## src/rtl/uart_rx_fifo.sv

```systemverilog
// Receive FIFO between uart_rx and mem_ctl: first-word-fall-through byte buffer
// with sticky overrun/break status and a level-threshold indication.
module uart_rx_fifo #(
    parameter int DEPTH  = 8,
    parameter int THRESH = 1
) (
    input  logic                     clk,
    input  logic                     rst_n,
    input  logic                     rx_valid,
    input  logic [7:0]               rx_data,
    input  logic                     rx_break,
    input  logic                     rd_en,
    input  logic                     clr_flags,
    output logic [7:0]               rd_data,
    output logic                     empty,
    output logic                     full,
    output logic [$clog2(DEPTH):0]   count,
    output logic                     level_hit,
    output logic                     overrun,
    output logic                     brk
);

    localparam int AW = $clog2(DEPTH);
    localparam int CW = AW + 1;

    logic [7:0]    mem_q [DEPTH];
    logic [AW-1:0] wr_ptr_q, wr_ptr_d;
    logic [AW-1:0] rd_ptr_q, rd_ptr_d;
    logic [CW-1:0] count_q, count_d;
    logic          overrun_q, overrun_d;
    logic          brk_q, brk_d;

    logic          do_push, do_pop, ovr_set;

    // Handshake: rx_valid is a one-cycle strobe with no backpressure, so a byte
    // that finds no room is lost and flagged; rd_en pops the head that mem_ctl
    // consumes in the same cycle, and is ignored while empty.
    assign empty     = (count_q == '0);
    assign full      = (count_q == CW'(DEPTH));
    assign level_hit = (count_q >= CW'(THRESH));
    assign count     = count_q;
    assign overrun   = overrun_q;
    assign brk       = brk_q;
    assign rd_data   = mem_q[rd_ptr_q];

    // A pop on a full FIFO frees the slot the same-cycle push lands in.
    assign do_pop  = rd_en && !empty;
    assign do_push = rx_valid && !rx_break && (!full || do_pop);
    assign ovr_set = rx_valid && !rx_break && full && !do_pop;

    always_comb begin
        wr_ptr_d  = wr_ptr_q;
        rd_ptr_d  = rd_ptr_q;
        count_d   = count_q;
        overrun_d = overrun_q;
        brk_d     = brk_q;

        if (do_push) wr_ptr_d = wr_ptr_q + AW'(1);
        if (do_pop)  rd_ptr_d = rd_ptr_q + AW'(1);

        case ({do_push, do_pop})
            2'b10:   count_d = count_q + CW'(1);
            2'b01:   count_d = count_q - CW'(1);
            default: count_d = count_q;
        endcase

        // Clear first so a same-cycle set wins.
        if (clr_flags) begin
            overrun_d = 1'b0;
            brk_d     = 1'b0;
        end
        if (ovr_set)  overrun_d = 1'b1;
        if (rx_break) brk_d     = 1'b1;
    end

    always_ff @(posedge clk or negedge rst_n) begin
        if (!rst_n) begin
            wr_ptr_q  <= '0;
            rd_ptr_q  <= '0;
            count_q   <= '0;
            overrun_q <= 1'b0;
            brk_q     <= 1'b0;
        end else begin
            wr_ptr_q  <= wr_ptr_d;
            rd_ptr_q  <= rd_ptr_d;
            count_q   <= count_d;
            overrun_q <= overrun_d;
            brk_q     <= brk_d;
        end
    end

    // Storage is deliberately not reset; empty gates its visibility.
    always_ff @(posedge clk) begin
        if (do_push) mem_q[wr_ptr_q] <= rx_data;
    end

endmodule

```

## config.mk

```make
export PLATFORM = sky130hd
export DESIGN_NAME = uart_rx_fifo
export DESIGN_NICKNAME = d
export VERILOG_FILES = /design/src/rtl/uart_rx_fifo.sv
export SDC_FILE = /design/constraint.sdc
export NUM_CORES = 1
export LEC_CHECK = 0
export CORE_UTILIZATION = 23
export CTS_BUF_LIST = sky130_fd_sc_hd__clkbuf_4 sky130_fd_sc_hd__clkbuf_8
export DETAILED_ROUTE_END_ITERATION = 7
export SLEW_MARGIN = 0
export SYNTH_ARGS = -nofsm -noshare
export SYNTH_HDL_FRONTEND = slang
export SYNTH_SLANG_ARGS = --single-unit
```

## constraint.sdc

```tcl
create_clock -name clk -period 4.93 [get_ports clk]
set_clock_uncertainty 0.1 [all_clocks]
set_input_delay 0.493 -clock clk [delete_from_list [all_inputs] [get_ports clk]]
set_output_delay 0.493 -clock clk [all_outputs]
set_load 0.02 [all_outputs]
```

==> summary.md <==
| Metric | Value |
|---|---|
| Vias per inst | 4.09 |
| CP max stage cell | dfrtp_1 |
| Worst Path Buf+Inv | 1 |
| Post-CTS setup buffer count | 0 |
| WL/cell | 14.8 um |
| Pin count of the biggest net entering global routing | 19 |
| Post-synth top flop | edfxtp_1 |
| Post-Syn Area | 3190 sq um |
| Number of synthesized flops with an enable pin | 64 |
| TNS Setup | 0 ns |
| Most common cell in the netlist | edfxtp_1 |
| Sequential share of the synthesized area | roughly 70% |
| Final Util | about 29% |
| Maximum vdd drop | ~0.00015 V |
| Root buffer cell | clkbuf_8 |
| Setup CP Type | reg2out |
| Worst-Margin Slew | 1.22 ns |
| Critical path's top delay family | multiplexers |
| Top cell type by total area after synthesis | edfxtp_1 |
| Routability cong. | 0.657 |
| Proportion of layout cells with a drive suffix above 1 | 13.2% |
| Multi-input logic area | slightly below 900 sq um |
| Unrepaired setup endpoints after global routing | false |
| Total GRT Usage | 8.48% |
| Hold-fix buffers, CTS | 0 |
| Via count | around 1600 |
| Total Nets Final | 219 |
| Post-Synthesis Cells | 165 |
| Cts bufs inserted | 9 |
| Worst skew pair latency | 0.34 ns |
| Max Fclk | approximately 300 MHz |
| Post-DRT Antenna Nets | 0 |
| Met1 usage | between 10% and 20% |
| Worst hold slack | 0.410 ns |
| MaxCap Viol Count | 0 |
| Area Overhead vs Synth | 20.7% |
| Synth Register Bits | 76 |
| Syn. warnings | 0 |
| Crit path DAT | 2.79 ns |
| Post-CTS Resized | 0 |
| Switch share | between 30% and 40% |
| Synth top area cells | edfxtp_1 60%, mux4_1 13%, dfrtp_1 9.4% |
| Initial antenna violation count | 0 |
| Avg Synthesized Cell Area | 19.4 sq um |
| Drt initial violations | 128 |
| Die width | 120 um |
| Met3 usage | 3.18% |
| Mapped Nets | 184 |
| Outcome | completed |
| GRT Max-Usage Layer | met2 |
| CTS tree | done |
| Final Hold Fails | 0 |
| Worst-path cell chain | mux4_1 > mux2_2 > clkdlybuf4s50_1 |
| DRC errors left | 0 |
| Pwr dens | about 520 nW/um^2 |
| Sequential cell area | 2220 sq um |
| Rel. slew slack | a little under a fifth |
| Clock sinks | 76 |
| Tmin final | 3.38 ns |
| Kind of end point of the critical path | output port |
| CTS H-Tree Depth | 3 |
| DIE AREA | 14400 sq um |
| Switch Pwr | 629 uW |
| Max Slew Vio Count | 0 |
| Top cell type's share of synthesized area | around three fifths |
| CP Max Fanout | 18 |
| Top cells by count, synth | 64 x edfxtp_1, 16 x mux4_1, 12 x dfrtp_1 |
| Synth async-reset ratio | 15.8% |
| Vias in the first global route | 1612 |
| CP max stage delay | 0.95 ns |
| Core Area | 13400 sq um |
| Io pins | 31 |
| # setup viols final | 0 |
| Cell area after placement | 3660 sq um |
| Final Instance Area | 3850 sq um |
| # rows | 42 |
| CP required | 4.34 ns |
| Clock share of power | 22.4% |
| M2 GR Usage | 13.3% |
| Flop pwr share | approximately 46% |
| Initial cell density of the core | 23.8% |
| Leakage Power | 1.31 nW |
| Global route total overflow | 0 |
| Antenna Cells | 0 |
| DR pass1 iterations | 4 |
| First-pass GRT wire length | just under 9000 um |
| Period Utilization, post-route | 68.6% |
| IO buf count | 30 |
| Routed wire length | 5640 um |
| CTS max path bufs | 2 |
| Int Pwr | 1.39 mW |
| Filler Cell Count | 1320 |
| HPWL Detailed | 3660 um |
| Clock Pin Slew Worst Setup and Hold Paths | 0.07 ns |
| Logic pwr share | 32.1% |
| Die H | ~120 um |
| Synth unique cells | 32 |
| Startpoint types | flop |
| Min-Delay Path Class | in2async |
==> path summary, 6_finish.rpt <==
| kind | from | end | slack, ns | depth (start not counted) |
|---|---|---|---|---|
| setup / recovery | rd_ptr_q[0] | rd_data[1] | 1.55 | 3 |
| hold / removal | rst_n | count[3] | 0.41 | 1 |
| setup reg to reg | count[0] | mem_q[0][7] | 1.98 | 6 |
| min in group clk | brk | brk | 0.41 | 1 |
| hold reg to reg | brk | brk | 0.41 | 1 |
| max in group asynchronous | rst_n | wr_ptr_q[2] | 3.95 | 1 |
==> worst register-to-register path: stages, from the launching register on <==
cell	delay, ns
dfrtp_1	0.44
inv_1	0.10
ha_1	0.21
nand2b_1	0.27
o31a_1	0.33
nand2b_1	0.17
nor3_1	0.95
==> through the flow <==
stage	cells	power [mW]	setup slack (ns)
after floorplan	165	1.36	2.40
after global placement	365	1.59	1.71
after detailed placement	365	1.60	1.57
after CTS	380	2.06	1.49
after global routing	380	2.13	1.41
final	380	2.02	1.55
==> cells by family after synthesis <==
logic type | synth area share, %
fa+ha+maj | 1.96
buf+inv | 2.47
simple gates | 3.96
mux | 17.0
xor+xnor | 2.19
flops | 69.6
compound gates | 2.78
==> power by group through the flow <==
stage / clock network (mW) / logic [mW] / registers, mW
5_1_grt: 0.494 / 0.700 / 0.939
4_1_cts: 0.467 / 0.663 / 0.926
3_3_place_gp: 0 / 0.652 / 0.937
2_1_floorplan: 0 / 0.495 / 0.866
6_report: 0.454 / 0.650 / 0.920
3_5_place_dp: 0 / 0.660 / 0.938
==> flip-flops by register name, summed over array words and instances, names as in the netlist <==
name      flops
rd_ptr_q      3
wr_ptr_q      3
brk           1
mem_q        64
count         4
overrun       1
==> metal layers <==
metal / up-vias / part of all wire (%) / routed length [um]
met5: - / 0 / 0
met2: 38 / 48 / 2720
met3: 11 / 4.5 / 254
met4: 0 / 2.0 / 115
met1: 776 / 45 / 2550
li1: 730 / - / -
==> layout make-up <==
cell class	instances	share of cell area, %
Inverter	8	0.779
Multi-Input combinational cell	75	23.1
Clock inverter	4	1.33
Tap cell	176	5.71
Timing Repair Buffer	30	7.79
Clock buffer	11	3.60
Sequential cell	76	57.6
==> cells in the final DEF, fill, tap and decap left out, types with 2 or more instances in the layout <==
cell / instances
nand3_1: 3
nor2_1: 9
xor2_1: 2
dfrtp_1: 12
nand2_1: 4
edfxtp_1: 64
ha_1: 5
xnor2_1: 6
mux2_2: 10
clkinv_4: 2
clkbuf_4: 2
mux4_1: 16
nand2b_1: 4
nor3_1: 2
clkbuf_8: 9
clkdlybuf4s50_1: 30
inv_1: 8
(Power assumes the default switching activity.)
